--- src/rtl/contador_regressivo.sv ---
// Centisecond countdown timer with BCD value 00.00-99.99, load validation and
// a three-state IDLE/RUN/DONE controller; every output comes straight from a flop.
module contador_regressivo (
    input  logic        clock,
    input  logic        reset,
    input  logic        tick,
    input  logic        load,
    input  logic        start,
    input  logic        stop,
    input  logic [15:0] load_value,
    output logic [15:0] tempo_bcd,
    output logic        running,
    output logic        expired,
    output logic        done,
    output logic        load_err
);

    typedef enum logic [1:0] {
        IDLE = 2'd0,
        RUN  = 2'd1,
        DONE = 2'd2
    } state_t;

    state_t      state;
    state_t      state_next;
    logic [15:0] tempo_next;
    logic        done_next;
    logic        load_err_next;
    logic        running_next;
    logic        expired_next;

    logic        load_ok;
    logic        tempo_zero;
    logic [15:0] tempo_dec;

    // True when every nibble is a legal decimal digit.
    function automatic logic digits_valid(input logic [15:0] v);
        logic ok;
        ok = 1'b1;
        for (int i = 0; i < 4; i++) begin
            if (v[4*i +: 4] > 4'd9)
                ok = 1'b0;
        end
        return ok;
    endfunction

    // One-centisecond BCD decrement: a zero digit becomes 9 and passes the
    // borrow up; the first non-zero digit absorbs it. Only used on non-zero values.
    function automatic logic [15:0] bcd_dec(input logic [15:0] v);
        logic [15:0] r;
        logic        borrow;
        r      = v;
        borrow = 1'b1;
        for (int i = 0; i < 4; i++) begin
            if (borrow) begin
                if (v[4*i +: 4] == 4'd0) begin
                    r[4*i +: 4] = 4'd9;
                end else begin
                    r[4*i +: 4] = v[4*i +: 4] - 4'd1;
                    borrow      = 1'b0;
                end
            end
        end
        return r;
    endfunction

    assign load_ok    = digits_valid(load_value);
    assign tempo_zero = (tempo_bcd == 16'h0000);
    assign tempo_dec  = bcd_dec(tempo_bcd);

    // State register together with the registered outputs.
    // NOTE: sequential state uses non-blocking assignments so every flop
    // samples the pre-edge values, independent of statement order.
    always_ff @(posedge clock or negedge reset) begin
        if (!reset) begin
            state     <= IDLE;
            tempo_bcd <= 16'h0000;
            running   <= 1'b0;
            expired   <= 1'b0;
            done      <= 1'b0;
            load_err  <= 1'b0;
        end else begin
            state     <= state_next;
            tempo_bcd <= tempo_next;
            running   <= running_next;
            expired   <= expired_next;
            done      <= done_next;
            load_err  <= load_err_next;
        end
    end

    // Next-state logic. Priority load > stop > start > tick: once a higher
    // input is present the lower ones are ignored, even if it has no effect.
    always_comb begin
        // NOTE: defaults first so every path assigns every signal; this keeps
        // the block purely combinational with no inferred latches.
        state_next    = state;
        tempo_next    = tempo_bcd;
        done_next     = 1'b0;
        load_err_next = 1'b0;

        if (load) begin
            if (load_ok) begin
                tempo_next = load_value;
                state_next = IDLE;
            end else begin
                load_err_next = 1'b1;
            end
        end else if (stop) begin
            if (state == RUN)
                state_next = IDLE;
        end else if (start) begin
            if (state == IDLE && !tempo_zero)
                state_next = RUN;
        end else if (tick) begin
            if (state == RUN && !tempo_zero) begin
                tempo_next = tempo_dec;
                if (tempo_dec == 16'h0000) begin
                    state_next = DONE;
                    done_next  = 1'b1;
                end
            end
        end
    end

    // Status outputs decoded from the next state so they land on the same
    // edge as the transition; one-hot decode keeps running/expired exclusive.
    always_comb begin
        running_next = 1'b0;
        expired_next = 1'b0;
        case (state_next)
            RUN:     running_next = 1'b1;
            DONE:    expired_next = 1'b1;
            default: ;
        endcase
    end

endmodule

--- config.mk ---
export PLATFORM = sky130hd
export DESIGN_NAME = contador_regressivo
export DESIGN_NICKNAME = d
export VERILOG_FILES = /design/src/rtl/contador_regressivo.sv
export SDC_FILE = /design/constraint.sdc
export NUM_CORES = 1
export LEC_CHECK = 0
export CAP_MARGIN = 30
export CORE_MARGIN = 4
export CORE_UTILIZATION = 45
export CTS_CLUSTER_SIZE = 16
export DETAILED_ROUTE_END_ITERATION = 8
export PLACE_DENSITY = 0.82
export SYNTH_ARGS = -nofsm -noshare
export SYNTH_HDL_FRONTEND = slang
export SYNTH_SLANG_ARGS = --single-unit
--- constraint.sdc ---
create_clock -name clock -period 2.5 [get_ports clock]
set_input_delay 0.75 -clock clock [delete_from_list [all_inputs] [get_ports clock]]
set_output_delay 0.75 -clock clock [all_outputs]
set_load 0.1 [all_outputs]
After elaboration in Yosys (flattened, before gate mapping) --
Cells that the tools add are included.
Storage, ports and cells: output and inout port bits 20, register bits after elaboration 22, logic and storage cells 74, input bits 22
Cells by class: eq/ne operators 6, reduce and logical (&&, ||, !) cells 13, order comparisons 4, multiplexer cells 41, add/subtract/negate cells 4
Operators with widths (number):
- $mux W16 | 6
- $logic_not A16 Y1 | 2
- $mux W4 | 7
- $mux W1 | 19
- $mux W2 | 9
- $gt A4 B4 Y1 const B | 4
- $logic_not A4 Y1 | 4
- $sub A4 B1 Y4 const B | 4
- $reduce_and A5 Y1 | 1
- $eq A2 B1 Y1 const B | 2
- $ne A2 B2 Y1 const B | 2
- $reduce_bool A2 Y1 | 2
- $eq A2 B2 Y1 const B | 1
- $logic_and A1 B1 Y1 | 2
- $logic_not A2 Y1 | 1
- $ne A2 B1 Y1 const B | 1
- $logic_not A1 Y1 | 1

Depth between registers and ports, before layout --
depth after elaboration 14, mapped depth 8

Worst setup path after synthesis --
OpenSTA, ideal clock, no wires.
kind reg2reg, from reg tempo_bcd[1], to reg tempo_bcd[7], buffers on the path 0, setup slack -0.206 ns, arrival 2.595 ns, period minus slack after synthesis 2.706 ns, cell stages (with the launch flop) 8, path through dfrtp_1 > inv_1 > ha_1 > or3b_1 > or3_2 > nor2_1 > nor2_1 > a2111oi_2
On the way: cells in the longest elaborated chain, start to end 8, elaborated cells between the ends (all ways) 13, those cells by class 7 x mux; 6 x reduce/logical
RTL lines:
- start, declared | RTL line 11 | output logic [15:0] tempo_bcd,
- start signal, assigned | RTL line 84 | tempo_bcd <= tempo_next;
- $logic_not A4 Y1 | RTL line 56 | if (v[4*i +: 4] == 4'd0) begin
- $mux W1 | RTL line 56
- $mux W4 | RTL line 55 | if (borrow) begin
- $mux W16 | RTL line 116 | if (state == RUN && !tempo_zero) begin
- $mux W16 | RTL line 115 | end else if (tick) begin
- $mux W16 | RTL line 112 | end else if (start) begin
- $mux W16 | RTL line 109 | end else if (stop) begin
- $mux W16 | RTL line 102 | if (load) begin
Parallel ways exist; a longest one is shown, timed or not. The select of a mux whose other input is x is not followed. A chain may end at the register's enable or synchronous reset.

Worst setup path after layout --
from reg tempo_bcd[1], to reg tempo_bcd[10]
On the way: cells in the longest elaborated chain, start to end 9, elaborated cells between the ends (all ways) 14, those cells by class 8 x mux; 6 x reduce/logical
RTL lines (RTL line):
- $logic_not A4 Y1 | 56
- $mux W1 | 56
- $mux W1 | 55
- $mux W4 | 55
- $mux W16 | 116
- $mux W16 | 115
- $mux W16 | 112
- $mux W16 | 109
- $mux W16 | 102
Parallel ways exist; a longest one is shown, timed or not. The select of a mux whose other input is x is not followed.

==> flow_summary.json <==
{
  "timing.final.crit_period_ns": 2.41,
  "vdd_ir_drop_max_mv": 0.590,
  "post-synth-top-count-cell": "sky130_fd_sc_hd__nor2_1",
  "finalSetupViolCount": 0,
  "sequentialPowerShare_pct": 32.8,
  "route.detailed.vias_per_inst": 5.84,
  "drc": 0,
  "cts.root.buffer_cell": "sky130_fd_sc_hd__clkbuf_4",
  "critPathKind": "reg -> reg",
  "path_buf_inv": 3,
  "maximum_net_fanout_on_the_critical_path": 4,
  "wl_per_cell_um": 16.4,
  "power.switching_fraction_pct": 49.8,
  "crit_path_frequent_cell": "sky130_fd_sc_hd__buf_4",
  "combinationalPowerShare_pct": 52.7,
  "worst_path_cell_with_the_longest_stage_delay": "sky130_fd_sc_hd__or4b_4",
  "effective_utilization_at_floorplan_pct": 47.4,
  "grt_first_pass_wirelength_um": 7270,
  "drv_cap": 0,
  "hold_viol": 0,
  "timing_max_transition_violations_final": 0,
  "detailroute.via_count": 1523,
  "antenna_cells_inserted": 0,
  "groute.usage.overall_pct": 21.9,
  "ant_nets": 0,
  "insertion_delay_ns": 0.32,
  "power_frac_clock_pct": 14.5,
  "design.final.nets": 243,
  "post_cts_clock_slew_at_the_launch_and_capture_registers_of_the_worst_setup_and_hold_paths_ns": 0.13,
  "timing.final.crit_share_pct": 96.3,
  "finClkSkew_ns": 0.0131,
  "p_sw_w": 0.000714,
  "cpLargestDelayFamily": "simple AND/OR/NAND/NOR gates",
  "finalSetupTns_ns": 0,
  "areal_power_density_over_the_cells_mw_per_mm2": 690,
  "first_global_vias": 1560,
  "run_status": "complete, no violations",
  "fraction_of_final_layout_cells_sized_beyond_drive_strength_1_pct": 32.7,
  "routabilityCongestion": 0.930,
  "placeableCoreArea_mm2": 0.00305,
  "firstDrtPassIters": 4,
  "die_w_um": 64.7,
  "fp.dieArea_mm2": 0.00419,
  "syn-instance-count": 157,
  "synthesis.area_per_instance_um2": 9.21,
  "setup_slack_ns": 0.0930,
  "dp.final_hpwl_um": 3210,
  "worst_path_largest_cell_delay_ns": 0.50,
  "cp_data_arrival_time_ns": 2.61,
  "grt.overflow.total": 0,
  "critical_path.endpoint_type": "register",
  "timing.critical_path.required_ns": 2.71,
  "seq_area_frac_synth_pct": 38.1,
  "ys_async_sr_fraction_pct": 100,
  "cts_buffer_depth": 2,
  "yosysTopAreaCellShare_pct": 38.1,
  "timing.fmax_mhz": 415,
  "yosysWarningCount": 0,
  "p_int_w": 0.000719,
  "std_cell_rows": 20,
  "synth_nets": 182,
  "tightestPinTransition_ns": 0.373,
  "detailedRoute.firstIterationViolations": 98,
  "placement_stage_worst_setup_slack_ns": -0.106,
  "relative_slew_slack_pct": 75.0,
  "startpoint_types": "register",
  "postSynthRegisterBits": 22,
  "cts_htree_levels": 1,
  "synth_area_leaders": "sky130_fd_sc_hd__dfrtp_1 (38%), sky130_fd_sc_hd__nor2_1 (6.0%), sky130_fd_sc_hd__o21ai_0 (3.5%)",
  "ios": 42,
  "area_delta_synth_final_pct": 43.6,
  "dominantRegCellSynth": "sky130_fd_sc_hd__dfrtp_1",
  "tritoncts": "yes",
  "synth.cells.most_frequent": "sky130_fd_sc_hd__nor2_1 (23), sky130_fd_sc_hd__dfrtp_1 (22), sky130_fd_sc_hd__nand2_1 (10), sky130_fd_sc_hd__o21ai_0 (10), sky130_fd_sc_hd__nor3_1 (8)",
  "netlist-cell-type-count": 53,
  "synthesis.area_mm2": 0.00145,
  "synth_enable_flop_cells": 0,
  "die-height_um": 64.7,
  "antenna_found_initial": 0,
  "critical_path.cell_chain": "inv_1, ha_4, or4b_4, nor4_4, buf_4, a2bb2oi_4, buf_4, o32ai_1, a221o_1",
  "yosysTopAreaCell": "sky130_fd_sc_hd__dfrtp_1",
  "cellLeakagePower_nw": 0.870,
  "min_path_type": "reg -> reg",
  "grt_max_degree": 23,
  "io_buffer_count": 41,
  "cts.sinks": 22,
  "cts_made_buffers": 3,
  "wl_um": 4290
}
==> per-stage QoR <==
step	power (W)	area (um2)	util (%)	hold WS (ns)	cells
after global routing	0.00151	2080	68.0	0.610	261
final	0.00143	2080	68.0	0.585	261
after detailed placement	0.00121	1980	64.8	0.539	255
after floorplan	0.000991	1460	-	0.454	157
after global placement	0.00120	1980	64.8	0.530	255
after CTS	0.00142	2010	65.9	0.560	259
==> timing repair <==
item | 4_1_cts | 5_1_grt
resized for setup | 0 | 8
buffers inserted | 0 | 2
hold buffers | 0 | 0
endpoints found under the hold margin | 0 | 0
endpoints found under the setup margin | 0 | 4
==> cell families (layout without fill, tap and decap cells) <==
kind of cell	Yosys count	after routing	share of synthesized area [%]
flip-flops	22	22	38.1
AND/OR/NAND/NOR	75	75	31.2
multiplexers	2	2	1.38
adder cells (fa/ha/maj)	3	3	2.60
buffers and inverters	11	71	4.58
AO/OA/AOI/OAI	44	44	22.1
==> power groups by stage <==
stage          clock network, W  logic, W  registers [W]
4_1_cts                0.000212  0.000742       0.000467
3_3_place_gp                  0  0.000732       0.000471
6_report               0.000207  0.000756       0.000470
3_5_place_dp                  0  0.000738       0.000475
5_1_grt                0.000228  0.000801       0.000480
2_1_floorplan                 0  0.000166       0.000825
==> layout by cell type (no fill, tap or decap), types with 2 or more instances in the layout <==
master and instances:
sky130_fd_sc_hd__o211ai_1 3, sky130_fd_sc_hd__and2_1 2, sky130_fd_sc_hd__clkdlybuf4s50_1 21, sky130_fd_sc_hd__clkbuf_4 3
sky130_fd_sc_hd__or4_4 3, sky130_fd_sc_hd__a22oi_1 3, sky130_fd_sc_hd__ha_1 2, sky130_fd_sc_hd__nor3_2 2
sky130_fd_sc_hd__and4_1 2, sky130_fd_sc_hd__a21oi_1 6, sky130_fd_sc_hd__dfrtp_1 13, sky130_fd_sc_hd__nand4_1 5
sky130_fd_sc_hd__nor3_1 7, sky130_fd_sc_hd__buf_4 39, sky130_fd_sc_hd__o31ai_1 2, sky130_fd_sc_hd__inv_1 6
sky130_fd_sc_hd__nand2_1 10, sky130_fd_sc_hd__nand2b_1 3, sky130_fd_sc_hd__dfrtp_2 9, sky130_fd_sc_hd__o32ai_1 2
sky130_fd_sc_hd__mux2i_1 2, sky130_fd_sc_hd__o22ai_1 3, sky130_fd_sc_hd__a211oi_1 3, sky130_fd_sc_hd__nor2_1 23
sky130_fd_sc_hd__o21ai_0 10, sky130_fd_sc_hd__a221o_1 2
==> worst register-to-register path, cell delays in order, from the launching register on <==
cell and delay, ns:
sky130_fd_sc_hd__dfrtp_2 0.45, sky130_fd_sc_hd__inv_1 0.11, sky130_fd_sc_hd__ha_4 0.16, sky130_fd_sc_hd__or4b_4 0.50
sky130_fd_sc_hd__nor4_4 0.24, sky130_fd_sc_hd__buf_4 0.17, sky130_fd_sc_hd__a2bb2oi_4 0.19, sky130_fd_sc_hd__buf_4 0.16
sky130_fd_sc_hd__o32ai_1 0.07, sky130_fd_sc_hd__a221o_1 0.26
==> sequential cells by signal, summed over array words and instances, names as in the netlist <==
register / cells
done: 1
tempo_bcd: 16
load_err: 1
running: 1
expired: 1
state: 2
==> worst paths after layout <==
path                                     startpoint  depth (start not counted)                        end  slack (ns)
setup / recovery           tempo_bcd[1]$_DFFE_PN0P_                          9  tempo_bcd[10]$_DFFE_PN0P_        0.09
hold / removal                   state[1]$_DFF_PN0_                          1          running$_DFF_PN0_        0.58
setup reg to reg           tempo_bcd[1]$_DFFE_PN0P_                          9  tempo_bcd[10]$_DFFE_PN0P_        0.09
hold reg to reg                  state[1]$_DFF_PN0_                          1          running$_DFF_PN0_        0.58
max in group asynchronous                     reset                          2   tempo_bcd[1]$_DFFE_PN0P_        1.47
min in group asynchronous                     reset                          2  tempo_bcd[13]$_DFFE_PN0P_        0.77
==> per-layer routing <==
metal	track usage, %	vias to the layer above	share of wire, %
met5	0	-	0
met4	8.71	0	1.4
met3	4.16	8	5.9
met2	36.7	56	50
met1	27.6	740	42
li1	-	719	-
==> layout make-up <==
cell class              instances  area (um2)
clock buffers                   4        36.3
fillers                       257         976
inverters                       6        22.5
multi-input cells             124         878
flip-flops and latches         22         562
well taps                      44        55.1
repair buffers                 61         523
(Power assumes the default switching activity.)
